--- config.mk ---
export PLATFORM = sky130hd
export DESIGN_NAME = fft_stage_feeder
export DESIGN_NICKNAME = d
export VERILOG_FILES = /design/src/rtl/fft_stage_feeder_pkg.sv /design/src/rtl/fft_twiddle_rom.sv /design/src/rtl/fft_stage_feeder.sv
export SDC_FILE = /design/constraint.sdc
export NUM_CORES = 1
export LEC_CHECK = 0
export CAP_MARGIN = 20
export CORE_ASPECT_RATIO = 0.6
export CORE_MARGIN = 10
export CORE_UTILIZATION = 59
export CTS_CLUSTER_DIAMETER = 100
export DETAILED_ROUTE_END_ITERATION = 10
export GPL_TIMING_DRIVEN = 0
export PLACE_DENSITY_LB_ADDON = 0.1
export SYNTH_ARGS = -nofsm -noshare
export SYNTH_HDL_FRONTEND = slang
export SYNTH_SLANG_ARGS = --single-unit
export TNS_END_PERCENT = 50
--- constraint.sdc ---
create_clock -name clk -period 6.23 [get_ports clk]
set_input_delay 1.246 -clock clk [delete_from_list [all_inputs] [get_ports clk]]
set_output_delay 1.246 -clock clk [all_outputs]
set_load 0.1 [all_outputs]
--- src/rtl/fft_stage_feeder_pkg.sv ---
`default_nettype none
// +-------------------------------------------------------------------------+
// | fft_stage_feeder_pkg                                                    |
// | Shared constants, read-FSM encoding and elaboration-time twiddle math.  |
// | Revision: 1.0                                                           |
// +-------------------------------------------------------------------------+
package fft_stage_feeder_pkg;

    localparam logic [1:0] S_IDLE = 2'd0;
    localparam logic [1:0] S_EMIT = 2'd1;
    localparam logic [1:0] S_GAP  = 2'd2;

    localparam real C_PI = 3.14159265358979323846;

    function automatic int cplx_width(input int xw);
        return 2 * xw;
    endfunction

    // Twiddle magnitude 1.0 leaves one guard bit below the sign bit.
    function automatic int tw_one(input int xw);
        return 1 << (xw - 2);
    endfunction

    function automatic real taylor_sin(input real x);
        real term;
        real acc;
        term = x;
        acc  = x;
        for (int n = 1; n < 16; n++) begin
            term = -term * x * x / real'((2 * n) * (2 * n + 1));
            acc  = acc + term;
        end
        return acc;
    endfunction

    function automatic real taylor_cos(input real x);
        real term;
        real acc;
        term = 1.0;
        acc  = 1.0;
        for (int n = 1; n < 16; n++) begin
            term = -term * x * x / real'((2 * n - 1) * (2 * n));
            acc  = acc + term;
        end
        return acc;
    endfunction

    function automatic int round_nearest(input real x);
        if (x >= 0.0) begin
            return $rtoi(x + 0.5);
        end
        return -$rtoi(0.5 - x);
    endfunction

    // W = exp(-j*2*pi*t/N): real part is cos, imaginary part is -sin.
    function automatic int tw_re(input int xw, input int logn, input int t);
        real ang;
        ang = 2.0 * C_PI * real'(t) / real'(1 << logn);
        return round_nearest(real'(tw_one(xw)) * taylor_cos(ang));
    endfunction

    function automatic int tw_im(input int xw, input int logn, input int t);
        real ang;
        ang = 2.0 * C_PI * real'(t) / real'(1 << logn);
        return round_nearest(-real'(tw_one(xw)) * taylor_sin(ang));
    endfunction

endpackage
`default_nettype wire

--- src/rtl/fft_twiddle_rom.sv ---
`default_nettype none
// +-------------------------------------------------------------------------+
// | fft_twiddle_rom                                                         |
// | Registered twiddle lookup, entries t = 0..N/2-1, built at elaboration.  |
// | Revision: 1.0                                                           |
// +-------------------------------------------------------------------------+
module fft_twiddle_rom
    import fft_stage_feeder_pkg::*;
#(
    parameter int X_WDTH = 16,
    parameter int LOG_N  = 3
) (
    input  logic                  clk,
    input  logic                  rst,
    input  logic                  en_i,
    input  logic [LOG_N-2:0]      addr_i,
    output logic [2*X_WDTH-1:0]   w_o
);

    localparam int C_DEPTH = 1 << (LOG_N - 1);

    logic [2*X_WDTH-1:0] rom_w [C_DEPTH];
    logic [2*X_WDTH-1:0] w_q;

    for (genvar t = 0; t < C_DEPTH; t++) begin : g_rom
        localparam int C_RE = tw_re(X_WDTH, LOG_N, t);
        localparam int C_IM = tw_im(X_WDTH, LOG_N, t);
        localparam logic [X_WDTH-1:0] C_RE_W = C_RE[X_WDTH-1:0];
        localparam logic [X_WDTH-1:0] C_IM_W = C_IM[X_WDTH-1:0];
        assign rom_w[t] = {C_RE_W, C_IM_W};
    end

    always_ff @(posedge clk) begin
        if (rst) begin
            w_q <= '0;
        end else if (en_i) begin
            w_q <= rom_w[addr_i];
        end
    end

    assign w_o = w_q;

endmodule
`default_nettype wire

--- src/rtl/fft_stage_feeder.sv ---
`default_nettype none
// +-------------------------------------------------------------------------+
// | fft_stage_feeder                                                        |
// | Ping-pong buffer feeding radix-2 DIT butterfly pairs every other cycle. |
// | Revision: 1.0                                                           |
// +-------------------------------------------------------------------------+
module fft_stage_feeder
    import fft_stage_feeder_pkg::*;
#(
    parameter int X_WDTH = 16,
    parameter int M_WDTH = 1,
    parameter int LOG_N  = 3,
    parameter int STAGE  = 0
) (
    input  logic                  clk,
    input  logic                  rst,
    input  logic                  in_nd,
    input  logic [2*X_WDTH-1:0]   in_x,
    input  logic [M_WDTH-1:0]     in_m,
    output logic                  in_ready,
    output logic [2*X_WDTH-1:0]   xa,
    output logic [2*X_WDTH-1:0]   xb,
    output logic [2*X_WDTH-1:0]   w,
    output logic                  x_nd,
    output logic [M_WDTH-1:0]     m_out,
    output logic                  error
);

    localparam int C_CW = cplx_width(X_WDTH);
    localparam int C_N  = 1 << LOG_N;
    localparam int C_PW = LOG_N - 1;
    localparam int C_H  = 1 << STAGE;

    localparam logic [LOG_N-1:0] C_W_LAST = LOG_N'(C_N - 1);
    localparam logic [C_PW-1:0]  C_P_LAST = C_PW'(C_N / 2 - 1);
    localparam logic [C_PW-1:0]  C_KMASK  = C_PW'(C_H - 1);
    localparam logic [LOG_N-1:0] C_HOFF   = LOG_N'(C_H);

    logic [C_CW-1:0]   mem_q [2][C_N];
    logic [M_WDTH-1:0] tag_q [2];

    logic [1:0]       full_q, full_d;
    logic             wr_bank_q, wr_bank_d;
    logic             rd_bank_q, rd_bank_d;
    logic [LOG_N-1:0] wcnt_q, wcnt_d;
    logic [1:0]       state_q, state_d;
    logic [C_PW-1:0]  p_q, p_d;
    logic             error_q, error_d;

    logic [C_CW-1:0]   xa_q, xb_q;
    logic [M_WDTH-1:0] m_q;
    logic              x_nd_q;

    logic              wr_en;
    logic              emit;
    logic [C_PW-1:0]   k_w, g_w, t_w;
    logic [LOG_N-1:0]  a_w, b_w;

    assign in_ready = ~full_q[wr_bank_q];
    assign wr_en    = in_nd & in_ready;
    assign emit     = (state_q == S_EMIT);

    // a = g*2H + k, b = a + H, t = k * N/(2H)
    assign k_w = p_q & C_KMASK;
    assign g_w = p_q >> STAGE;
    assign a_w = (LOG_N'(g_w) << (STAGE + 1)) | LOG_N'(k_w);
    assign b_w = a_w + C_HOFF;
    assign t_w = k_w << (C_PW - STAGE);

    always_comb begin
        full_d    = full_q;
        wr_bank_d = wr_bank_q;
        rd_bank_d = rd_bank_q;
        wcnt_d    = wcnt_q;
        state_d   = state_q;
        p_d       = p_q;
        error_d   = error_q | (in_nd & ~in_ready);

        if (wr_en) begin
            if (wcnt_q == C_W_LAST) begin
                full_d[wr_bank_q] = 1'b1;
                wr_bank_d         = ~wr_bank_q;
                wcnt_d            = '0;
            end else begin
                wcnt_d = wcnt_q + LOG_N'(1);
            end
        end

        // Writer only sets a non-full bank and reader only clears a full one.
        case (state_q)
            S_IDLE: begin
                if (full_q[rd_bank_q]) begin
                    state_d = S_EMIT;
                    p_d     = '0;
                end
            end
            S_EMIT: state_d = S_GAP;
            S_GAP: begin
                if (p_q == C_P_LAST) begin
                    full_d[rd_bank_q] = 1'b0;
                    rd_bank_d         = ~rd_bank_q;
                    state_d           = S_IDLE;
                end else begin
                    p_d     = p_q + C_PW'(1);
                    state_d = S_EMIT;
                end
            end
            default: state_d = S_IDLE;
        endcase
    end

    always_ff @(posedge clk) begin
        if (wr_en) begin
            mem_q[wr_bank_q][wcnt_q] <= in_x;
            if (wcnt_q == '0) begin
                tag_q[wr_bank_q] <= in_m;
            end
        end
    end

    always_ff @(posedge clk) begin
        if (rst) begin
            full_q    <= '0;
            wr_bank_q <= 1'b0;
            rd_bank_q <= 1'b0;
            wcnt_q    <= '0;
            state_q   <= S_IDLE;
            p_q       <= '0;
            error_q   <= 1'b0;
            xa_q      <= '0;
            xb_q      <= '0;
            m_q       <= '0;
            x_nd_q    <= 1'b0;
        end else begin
            full_q    <= full_d;
            wr_bank_q <= wr_bank_d;
            rd_bank_q <= rd_bank_d;
            wcnt_q    <= wcnt_d;
            state_q   <= state_d;
            p_q       <= p_d;
            error_q   <= error_d;
            x_nd_q    <= emit;
            if (emit) begin
                xa_q <= mem_q[rd_bank_q][a_w];
                xb_q <= mem_q[rd_bank_q][b_w];
                m_q  <= tag_q[rd_bank_q];
            end
        end
    end

    fft_twiddle_rom #(
        .X_WDTH (X_WDTH),
        .LOG_N  (LOG_N)
    ) u_rom (
        .clk    (clk),
        .rst    (rst),
        .en_i   (emit),
        .addr_i (t_w),
        .w_o    (w)
    );

    assign xa    = xa_q;
    assign xb    = xb_q;
    assign m_out = m_q;
    assign x_nd  = x_nd_q;
    assign error = error_q;

endmodule
`default_nettype wire

# [Yosys cells after proc, flatten, opt, wreduce, memory -nomap -nowiden]
# Memory sizes are Yosys's and may differ from the RTL's. A register that Yosys moved wholly into a read port is not among the register bits.
# Index checks and enable logic that the tools add are counted.
[totals] register_bits=78 latchBits=0 ramBits=514 mem_bits_ro=0 in_bits=36 out_inout_bits=100 word_cells=85 memories=2
[op_classes] addsub=3 mul=0 div=0 magnitude_cmp=8 eq_ne=6 shifts=0 muxes=34 n_bitwise=12 reduce_logical=9
[mem_list] name="mem_q" depth=2 word_bits=256 read_ports=1 rd_clocked_by_memory_dff=1 wr=1 line_no="fft_stage_feeder.sv:39" text="logic [C_CW-1:0] mem_q [2][C_N];"
[mem_list] name="tag_q" depth=2 word_bits=1 read_ports=1 rd_clocked_by_memory_dff=1 wr=1 line_no="fft_stage_feeder.sv:40" text="logic [M_WDTH-1:0] tag_q [2];"
[op_table] cell="2-to-1 mux 256 bit" n=1
[op_table] cell="binary-select mux 32 bit (select 3 bit)" n=2
[op_table] cell="2-to-1 mux 32 bit" n=5
[op_table] cell="demux 32 bit (select 3 bit)" n=1
[op_table] cell="2-to-1 mux 2 bit" n=7
[op_table] cell="2-to-1 mux 1 bit" n=13
[op_table] cell=">= comparator 4 bit (second input constant)" n=3
[op_table] cell="NOT 3 -> 4 bit" n=3
[op_table] cell="adder 3 x 1 -> 3 bit (second input constant)" n=2
[op_table] cell="one-hot mux 2 bit (3 select lines)" n=1
[op_table] cell="== test 2 bit (second input constant)" n=2
[op_table] cell="< comparator 1 x 2 -> 1 bit (second input constant)" n=2
[op_table] cell="< comparator 4 x 1 -> 1 bit (second input constant)" n=1
[op_table] cell="inequality test 2 bit (second input constant)" n=2
[op_table] cell="one-hot mux 2 bit (2 select lines)" n=1
[op_table] cell="AND reduction 2 bit" n=2
[op_table] cell="== test 3 bit (second input constant)" n=1
[op_table] cell="logical AND 1 bit" n=3
[op_table] cell="logical NOT 3 bit" n=1
[op_table] cell="2-to-1 mux 3 bit" n=1
[op_table] cell="NOT 1 bit" n=3
[op_table] cell="AND reduction 3 bit" n=1
[op_table] cell="adder 2 x 1 -> 2 bit (second input constant)" n=1
[op_table] cell="bitwise AND 1 bit" n=2
[op_table] cell="9 further kinds" n=11

# [Depth between registers and ports, before layout]
# Gate-level depths: netlist (run 1).
[logic_depth] ltp_word=10 depth_mapped=7 ltp_nobuf=5

# [Hierarchy]
# From an unflattened synthesis (run 1), not the netlist that was laid out.
[hier_totals] cells_unflattened=1384 hier_area_um2=23336.1
[by_module_without_submodules] module="fft_stage_feeder" n_inst=1 cells_each=1335 area_per_inst_um2=22897.0 seq_area_each_um2=17016.3
[by_module_without_submodules] module="fft_twiddle_rom" n_inst=1 cells_each=49 area_per_inst_um2=439.2 seq_area_each_um2=100.1

# [Worst setup path before layout (run 1)]
# OpenSTA, ideal clock, no wires.
[synth_timing] path_type="register to register" start="reg wr_bank_q" end="mem mem_q[0][100] (netlist bit), enable pin" setup_time_ns=0.502 t_arrival_ns=5.007 required_ns=5.728 path_slack_ns=0.721 path_stages_with_launch=4 n_path_buf=0 period_less_slack_ns=5.509 path_cell_list="dfxtp_1 mux2i_2 nand2_2 nor4_1"
[synth_via] elab_chain_len=6
[synth_lines] item="from (decl)" line_no="fft_stage_feeder.sv:43" text="logic wr_bank_q, wr_bank_d;"
[synth_lines] item="from (signal assigned)" line_no="fft_stage_feeder.sv:136" text="wr_bank_q <= wr_bank_d;"
[synth_lines] item="2-to-1 mux 1 bit (not written as such) (2 in a row)" line_no="fft_stage_feeder.sv:59" text="assign in_ready = ~full_q[wr_bank_q];"
[synth_lines] item="NOT 1 bit" line_no="fft_stage_feeder.sv:59"
[synth_lines] item="net in_ready" line_no="fft_stage_feeder.sv:20" text="output logic in_ready,"
[synth_lines] item="bitwise AND 1 bit" line_no="fft_stage_feeder.sv:60" text="assign wr_en = in_nd & in_ready;"
[synth_lines] item="2-to-1 mux 1 bit" line_no="fft_stage_feeder.sv:113" text="if (wr_en) begin"
[synth_lines] item="2-to-1 mux 256 bit (not written as such)" line_no="fft_stage_feeder.sv:114" text="mem_q[wr_bank_q][wcnt_q] <= in_x;"
[synth_lines] item="to (decl)" line_no="fft_stage_feeder.sv:39"
# The timed path passes the listed nets, and every way through them passes these cells. The select of a mux whose other input is x is not followed.

# [Worst setup path in the final report (run 1)]
[layout_timing] start="reg wr_bank_q" end="out in_ready"
[layout_via] elab_chain_len=3
[layout_lines] item="2-to-1 mux 1 bit (not written as such) (2 in a row)" line_no="fft_stage_feeder.sv:59"
[layout_lines] item="NOT 1 bit" line_no="fft_stage_feeder.sv:59"
[layout_lines] item="to (decl)" line_no="fft_stage_feeder.sv:20"
# Every way passes these cells. The select of a mux whose other input is x is not followed.

==> results of run 1 <==
[cell families (layout without fill, tap and decap cells)]
family                     after synthesis  count (layout)
DFF                                    594             594
muxes                                  259             259
AOI/OAI and AO/OA                      204             204
and+or+nand+nor                        190             190
buffers and inverters                  119             367
adders and majority gates                4               4
xor gates and xnor gates                 2               2
other                                    1              31
[cell usage after synthesis]
cell type  number
and2_1          2
nor4_2          1
and3_1          3
a22oi_1       129
a211oi_1        2
buf_6           6
nand2b_1        4
edfxtp_1      514
dfxtp_1        80
xnor2_1         2
conb_1          1
nor2_1         85
nor4_1          4
ha_1            4
buf_8          11
a31oi_1         2
nand3b_1        1
buf_2          31
nor3_2         64
mux2i_2         1
inv_1           4
clkbuf_1       19
mux2i_1       257
o21ai_0         1
nand2_1         9
mux2_2          1
nor3_1          8
and2b_1         1
or3_1           1
buf_4          43
a21oi_1        70
nor2b_1         2
buf_1           5
nand3_1         3
nand2_2         2
[through the flow]
step	setup TNS [ns]	instances
2_1_floorplan	0	1403
3_3_place_gp	-570.97	2019
5_1_grt	0	2164
3_5_place_dp	0	2067
4_1_cts	0	2163
6_report	0	2164
[critical path, cell delays in order, from the launching register on]
cell,delay [ns]
dfxtp_1,0.46
mux2i_2,0.44
clkdlybuf4s50_1,1.22
[layer usage]
| layer | vias to the layer above | share of wire [%] | routed length (um) |
|---|---|---|---|
| met5 | - | 0 | 0 |
| met4 | 0 | 2.2 | 1320 |
| met3 | 86 | 11 | 6660 |
| met2 | 752 | 45 | 26100 |
| met1 | 6599 | 42 | 24500 |
| li1 | 5728 | - | - |
[worst paths after layout]
path	start	to	slack, ns	depth (start not counted)
worst max-delay path	wr_bank_q	in_ready	2.29	2
worst min-delay path	error	error	0.45	2
worst max register to register	wr_bank_q	mem_q[0][134]	3.24	7
worst min register to register	error	error	0.45	2
[sequential cells by signal, indices dropped and copies added, names as in the netlist, 2 cells and up, named ones only]
register / cells
full_q: 2
mem_q: 512
xa: 32
state_q: 2
wcnt_q: 3
xb: 32
g_w: 2
tag_q: 2
[power groups by stage]
stage	Combinational (mW)	Clock (mW)	Sequential, mW
after floorplan	0.151	0	4.45
after global placement	0.241	0	4.45
after global routing	0.278	3.33	4.36
final	0.264	3.14	4.36
after CTS	0.259	3.17	4.36
after detailed placement	0.258	0	4.45
[area by class of cell]
class / instances / share of cell area, %
multi-input cells: 690 / 20.0
well taps: 513 / 2.37
clock buffers: 77 / 5.44
plain buffers: 115 / 2.95
clock inverters: 19 / 0.627
inverters: 4 / 0.0553
repair buffers: 152 / 5.84
flip-flops and latches: 594 / 62.8
==> flow_summary_export.csv, run 1 <==
group,metric,value,unit
cts,clk_pin_slew_worst_paths,0.07,ns
pwr,power_frac_comb,3.4,%
final_layout,fin_area,0.0271,mm2
final_layout,drive_gt1_share,17.9,%
yosys,yosys.area_share.simple,5.15,%
yosys,synth_seq_area_share,73.9,%
yosys,synthMuxAreaShare,11.3,%
cts,cts_sinks,594,
pwr,intPower,6.18,mW
cts,clockRootBuffer,"clkbuf_16",
cts,cts_tree,"done",
pwr,switching_share,20.5,%
worst_setup_path,required,4.98,ns
floorplanning,core-area,0.0381,mm2
place,dp_hpwl,38.8,mm
yosys,ys_warn_count,0,
final_layout,postLayoutCoreUtil,71.2,%
grt,grt_pass1_wl,85.3,mm
final_layout,fillers,2452,
grt,grt_pass1_vias,13000,
worst_setup_path,crit_fanout,6,
place,pre_cts_slack,2.31,ns
pwr,irDropWorstVdd,0.000262,V
timing,rsz0062_at_grt,"no",
place,postPlaceCellArea,0.0255,mm2
worst_setup_path,start_kind,"flip-flop",
timing,holdWs,0.451,ns
yosys,synth_fa_ha_area_share,0.217,%
yosys,synth-seq-cells,594,
timing,worst_slack,2.29,ns
worst_setup_path,cp-end-kind,"output pin",
floorplanning,die_area,0.0477,mm2
final_layout,final_common_cell,"edfxtp_1",
cts,clock_tree.buffer_depth,3,
yosys,synth_cells,1373,
cts,cts_inserted_buffers,52,
grt,grt_max_degree,24,
worst_setup_path,arrival,2.69,ns
timing,max_freq,254,MHz
drt,vias,13200,
drt,vias_per_cell,6.08,
place,place.gp.congestion,0.811,
cts,clock_latency,0.58,ns
yosys,yosysUniqueCellTypes,35,
pwr,powerDensity,286,mW/mm2
worst_setup_path,worstSetupPathType,"flip-flop to output pin",
floorplanning,start_util,60.5,%
yosys,synth_area_per_cell,16.8,um2
drt,ant_nets,0,
final_layout,multi_input_area,0.00542,mm2
cts,post_cts_buffers,0,
place,port_buffers,103,
floorplanning,die_x,275,um
cts,ctsHoldBuffers,0,
drt,post_drt_wl_per_cell,27.0,um
grt,use_met2,35.7,%
drt,initialDrtViolationCount,1630,
grt,grt_use_met3,5.18,%
yosys,yosysTopAreaCell,"edfxtp_1",
timing,fin_skew,0.0156,ns
yosys,netlist.area_leader.share,66.9,%
pwr,p_switching,1.59,mW
grt,track_usage,24.1,%
yosys,synth_top_family_by_area,"multiplexers",
final_layout,most-common-layout-cells,"edfxtp_1, mux2i_1, a22oi_1, clkdlybuf4s50_1",
pwr,power_frac_seq,56.1,%
final_layout,areaGrowthSynthToFinish,17.7,%
drt,drc,0,
pwr,p_clk_share,40.5,%
cts,cts_resized,0,
yosys,synth-xor-area-share,0.0760,%
grt,met1_usage,35.7,%
status,status,"finished, final reports clean",
hold_path,hold_class,"flip-flop to flip-flop",
yosys,synth_area_leaders,"edfxtp_1, mux2i_1, dfxtp_1",
run,cap_violations,0,
floorplanning,rows,55,
grt,antenna_found_initial,0,
pwr,p_leak,8.50,nW
yosys,synth-compound-area-share,5.86,%
timing,setup-violations-final,0,
timing,drv_slew,0,
floorplanning,chipHeight,173,um
final_layout,antenna_cells,0,
final_layout,layout.nets,1649,
timing,period_share,63.2,%
timing,period_needed,3.94,ns
cts,htree_levels,2,
drt,firstDrtPassIters,8,
floorplanning,ios,136,
timing,tightest_slew,1.14,ns
grt,overflow,0,
timing,hold_viol,0,
grt,busiest_layer,"met1",
pwr,p_total,7.77,mW
timing,slew-limit-headroom,24.0,%
final_layout,ff_latch_area,0.0170,mm2
yosys,netlist_area,0.0231,mm2
drt,drt-total-wl,58.5,mm
(Power assumes the default switching activity.)
==> run 2: changes to the inputs <==
- clock period: 6.23 -> 4.1 ns (I/O delays scaled with it)
==> run 2 against run 1 <==
Net effect:
- non-clock buffer count is 13 lower
- critical endpoint unchanged
- clock power is 62% higher
- combinational power is 52% higher
- die area stayed put
- global-route usage is 0.36 points lower
- routed wire length is 2.0% lower
- utilization is 0.31 points higher
- largest power group unchanged
- sequential share of layout area is 0.27 points lower
- cell count is 0.55% lower
- largest cell class unchanged
- critical path depth stayed put
==> flow_summary_export.csv, run 2 (synthesis gave the netlist of run 1 again) <==
group,metric,value,unit
status,status,"finished, final reports clean",
cts,ctsHoldBuffers,0,
worst_setup_path,crit_fanout,6,
hold_path,hp-start,"error",
floorplanning,start_util,60.5,%
grt,met1_usage,34.4,%
drt,firstDrtPassIters,6,
worst_setup_path,start_kind,"flip-flop",
cts,clock_tree.buffer_depth,3,
drt,vias_per_cell,6.01,
timing,setup_tns,0,ns
worst_setup_path,required,3.28,ns
grt,grt_use_met3,5.81,%
timing,holdWs,0.459,ns
worst_setup_path,worstSetupPathType,"flip-flop to output pin",
final_layout,final_common_cell,"edfxtp_1",
drt,post_drt_wl_per_cell,26.6,um
grt,antenna_found_initial,1,
timing,drv_slew,0,
final_layout,drive_gt1_share,17.3,%
timing,setup-violations-final,0,
final_layout,largest_reg_flops,512,
drt,drc,0,
grt,track_usage,23.7,%
place,place.gp.congestion,0.807,
grt,use_met2,35.5,%
floorplanning,core-area,0.0381,mm2
timing,worst_slack,0.642,ns
cts,cts_sinks,594,
grt,busiest_layer,"met2",
drt,ant_nets,0,
final_layout,antenna_cells,0,
cts,clk_pin_slew_worst_paths,0.06,ns
grt,grt_pass1_wl,83.6,mm
pwr,irDropWorstVdd,0.000339,V
timing,slew-limit-headroom,22.5,%
cts,cts_inserted_buffers,52,
place,dp_hpwl,38.0,mm
floorplanning,chipHeight,173,um
pwr,p_total,12.1,mW
worst_setup_path,regToRegSetupSlack,1.21,ns
drt,initialDrtViolationCount,1446,
place,pre_cts_slack,0.618,ns
timing,hold_viol,0,
run,cap_violations,0,
drt,vias,12900,
drt,drt-total-wl,57.3,mm
final_layout,most-common-layout-cells,"edfxtp_1, mux2i_1, a22oi_1, clkdlybuf4s50_1",
final_layout,areaGrowthSynthToFinish,18.2,%
pwr,p_leak,8.49,nW
timing,max_freq,289,MHz
final_layout,regMostFlops,"mem_q",
worst_setup_path,r2r_start,"wr_bank_q",
final_layout,fin_area,0.0273,mm2
cts,post_cts_buffers,0,
worst_setup_path,cp-end-kind,"output pin",
hold_path,hold_class,"flip-flop to flip-flop",
final_layout,layout.nets,1636,
timing,period_share,84.4,%
cts,htree_levels,2,
cts,cts_tree,"done",
timing,rsz0062_at_grt,"no",
timing,period_needed,3.46,ns
worst_setup_path,arrival,2.64,ns
cts,cts_resized,0,
grt,grt_max_degree,25,
place,dp_cells,2054,
floorplanning,die_x,275,um
floorplanning,ios,136,
floorplanning,die_area,0.0477,mm2
final_layout,fillers,2377,
worst_setup_path,crit_path_cell_trace,"mux2i_2 > clkdlybuf4s50_1",
worst_setup_path,critPathLaunch,"wr_bank_q",
timing,fin_skew,0.0180,ns
grt,overflow,0,
pwr,powerDensity,444,mW/mm2
final_layout,postLayoutCoreUtil,71.5,%
cts,clockRootBuffer,"clkbuf_16",
floorplanning,rows,55,
timing,tightest_slew,1.16,ns
worst_setup_path,max_stage_delay,1.22,ns
place,postPlaceCellArea,0.0255,mm2
place,port_buffers,103,
final_layout,final_cells,2152,
worst_setup_path,cpMaxStageDelayCell,"clkdlybuf4s50_1",
grt,grt_pass1_vias,12900,
cts,clock_latency,0.58,ns
run 2: changes by cell type in the layout (fill, tap and decap cells not counted), moves of 2 or more:
cell	delta
nor4_4	+4
buf_4	-21
bufinv_16	+6
buf_6	+4
buf_8	+3
buf_16	+2
nor4_2	-4
inv_6	+2
clkbuf_8	-5
run 2: final cells by class:
type	instances	area [um2]	share of cell area (%)
Multi-Input combinational cell	690	5460	20.0
Sequential cell	594	17000	62.5
Clock buffer	73	1410	5.18
Inverter	4	15.0	0.0551
Clock inverter	24	345	1.27
Buffer	115	801	2.94
Tap cell	513	642	2.35
Timing Repair Buffer	139	1550	5.69
run 2: critical path, delay by kind of cell, from the launching register on:
kind / cells / cell delay, ns
flops: 1 / 0.44
buf+inv: 1 / 1.22
mux: 1 / 0.39
run 2: where the power goes:
part | internal (mW) | leakage, nW | switching [mW] | total [mW]
Combinational | 0.0928 | 2.35 | 0.307 | 0.400
Clock | 2.97 | 0.856 | 2.12 | 5.09
Sequential | 6.61 | 5.29 | 0.0113 | 6.62
run 2: metal layers:
layer | vias up | part of all wire [%]
li1 | 5716 | -
met1 | 6492 | 43
met2 | 646 | 45
met3 | 81 | 11
met4 | 0 | 2.0
met5 | - | 0
run 2: final timing paths:
path | endpoint | cells past startpoint
setup / recovery | in_ready | 2
hold / removal | error | 2
setup reg to reg | mem_q[1][198] | 7
hold reg to reg | error | 2
==> run 3: changes to the inputs <==
- clock period: 4.1 -> 3.3 ns (I/O delays scaled with it)
==> run 3 against run 2 <==
Net effect:
- via count increased by 0.13%
- routed wire length increased by 1.6%
- flip-flop and latch count unchanged
- largest cell class unchanged
- global-route usage increased by 0.30 points
- total power increased by 25%
==> flow_summary_export.csv, run 3 (synthesis gave the netlist of run 1 again) <==
group,metric,value,unit
drt,drc,0,
final_layout,final_common_cell,"edfxtp_1",
final_layout,fin_area,0.0274,mm2
final_layout,regMostFlops,"mem_q",
run,cap_violations,0,
drt,ant_nets,0,
timing,rsz0062_at_grt,"no",
cts,cts_sinks,594,
cts,cts_tree,"done",
place,dp_cells,2050,
pwr,switching_share,20.3,%
cts,ctsHoldBuffers,0,
pwr,p_switching,3.07,mW
status,status,"finished, final reports clean",
floorplanning,die_x,275,um
final_layout,drive_gt1_share,17.6,%
floorplanning,ios,136,
grt,overflow,0,
final_layout,final_cells,2147,
final_layout,areaGrowthSynthToFinish,18.8,%
timing,slew-limit-headroom,28.0,%
cts,clock_tree.buffer_depth,3,
pwr,power_frac_comb,3.3,%
place,pre_cts_slack,-0.0471,ns
worst_setup_path,start_kind,"flip-flop",
timing,tightest_slew,1.08,ns
final_layout,layout.nets,1632,
timing,fin_skew,0.0200,ns
grt,track_usage,24.0,%
hold_path,hold_class,"flip-flop to flip-flop",
pwr,irDropWorstVdd,0.000458,V
final_layout,fillers,2425,
place,postPlaceCellArea,0.0256,mm2
pwr,p_leak,8.53,nW
timing,period_share,87.8,%
cts,post_cts_buffers,0,
drt,vias_per_cell,6.03,
grt,grt_max_degree,23,
drt,drt-total-wl,58.2,mm
final_layout,most-common-layout-cells,"edfxtp_1, mux2i_1, a22oi_1, clkdlybuf4s50_1",
timing,period_needed,2.90,ns
place,port_buffers,103,
pwr,p_total,15.1,mW
cts,clk_pin_slew_worst_paths,0.07,ns
place,place.gp.congestion,0.800,
worst_setup_path,worstSetupPathType,"flip-flop to output pin",
floorplanning,start_util,60.5,%
final_layout,antenna_cells,0,
timing,worst_slack,0.404,ns
pwr,intPower,12.1,mW
cts,htree_levels,2,
drt,post_drt_wl_per_cell,27.1,um
pwr,power_frac_seq,54.4,%
worst_setup_path,cp-end-kind,"output pin",
drt,firstDrtPassIters,5,
floorplanning,rows,55,
cts,clock_latency,0.59,ns
timing,setup-violations-final,0,
floorplanning,chipHeight,173,um
grt,grt_pass1_wl,84.8,mm
worst_setup_path,crit_fanout,6,
place,dp_hpwl,38.4,mm
worst_setup_path,required,2.64,ns
floorplanning,core-area,0.0381,mm2
worst_setup_path,arrival,2.24,ns
timing,drv_slew,0,
final_layout,largest_reg_flops,512,
pwr,p_clk_share,42.3,%
timing,hold_viol,0,
timing,max_freq,345,MHz
grt,grt_pass1_vias,12900,
cts,cts_inserted_buffers,52,
grt,antenna_found_initial,0,
drt,initialDrtViolationCount,1492,
pwr,powerDensity,552,mW/mm2
drt,vias,13000,
floorplanning,die_area,0.0477,mm2
cts,clockRootBuffer,"clkbuf_16",
-- run 3: changes by cell type in the layout (fill, tap and decap cells not counted), moves of 2 or more --
cell | previous run | this run
buf_6 | 26 | 15
clkbuf_1 | 38 | 28
clkinvlp_4 | 0 | 2
nor3_2 | 67 | 64
clkinv_2 | 7 | 9
clkbuf_8 | 1 | 8
bufinv_16 | 9 | 7
buf_16 | 3 | 10
nor3_4 | 1 | 4
-- run 3: final timing paths --
kind / start / endpoint / slack (ns) / depth (start not counted)
worst min register to register: u_rom.w_o[30] / u_rom.w_o[30] / 0.48 / 2
worst min-delay path: u_rom.w_o[30] / u_rom.w_o[30] / 0.48 / 2
worst max-delay path: wr_bank_q / in_ready / 0.40 / 2
worst max register to register: wr_bank_q / mem_q[0][195] / 0.41 / 7
-- run 3: per-stage QoR --
step	utilization, %	setup TNS (ns)	hold slack (ns)
after detailed placement	67.1	-0.452	0.447
after CTS	71.8	0	0.458
after global placement	65.5	-399.62	0.439
final	71.9	0	0.481
after floorplan	-	-4.05	0.532
after global routing	71.9	0	0.505
-- run 3: area by class of cell --
type                            instances  area (um2)  area share, %
Sequential cell                       594       17000           62.2
Multi-Input combinational cell        690        5480           20.0
Timing Repair Buffer                  135        1630           5.95
Clock buffer                           71        1500           5.46
Buffer                                115         801           2.92
Tap cell                              513         642           2.34
Clock inverter                         25         302           1.10
Inverter                                4        15.0         0.0548
-- run 3: per-layer routing --
metal | GRT usage (%) | routed length, um | vias to the layer above
met5 | 0 | 0 | -
met4 | 6.06 | 1280 | 0
met3 | 4.71 | 5960 | 83
met2 | 36.2 | 26500 | 665
met1 | 35.3 | 24500 | 6497
li1 | - | - | 5707
-- run 3: power groups by stage --
stage	sequential (mW)	clock, mW	combinational [mW]
after global routing	8.23	6.73	0.533
after floorplan	8.39	0	0.291
final	8.23	6.39	0.505
after global placement	8.39	0	0.461
after CTS	8.23	6.42	0.496
after detailed placement	8.39	0	0.494
-- run 3: critical path, cell delays in order (launching register included) --
cell            delay, ns
dfxtp_1              0.47
mux2i_4              0.36
dlymetal6s2s_1       0.81
-- run 3: repair_timing --
| item | in CTS | in global routing |
|---|---|---|
| setup endpoints to repair | 0 | 1 |
| hold endpoints to repair | 0 | 0 |
| gates resized for setup | 0 | 1 |
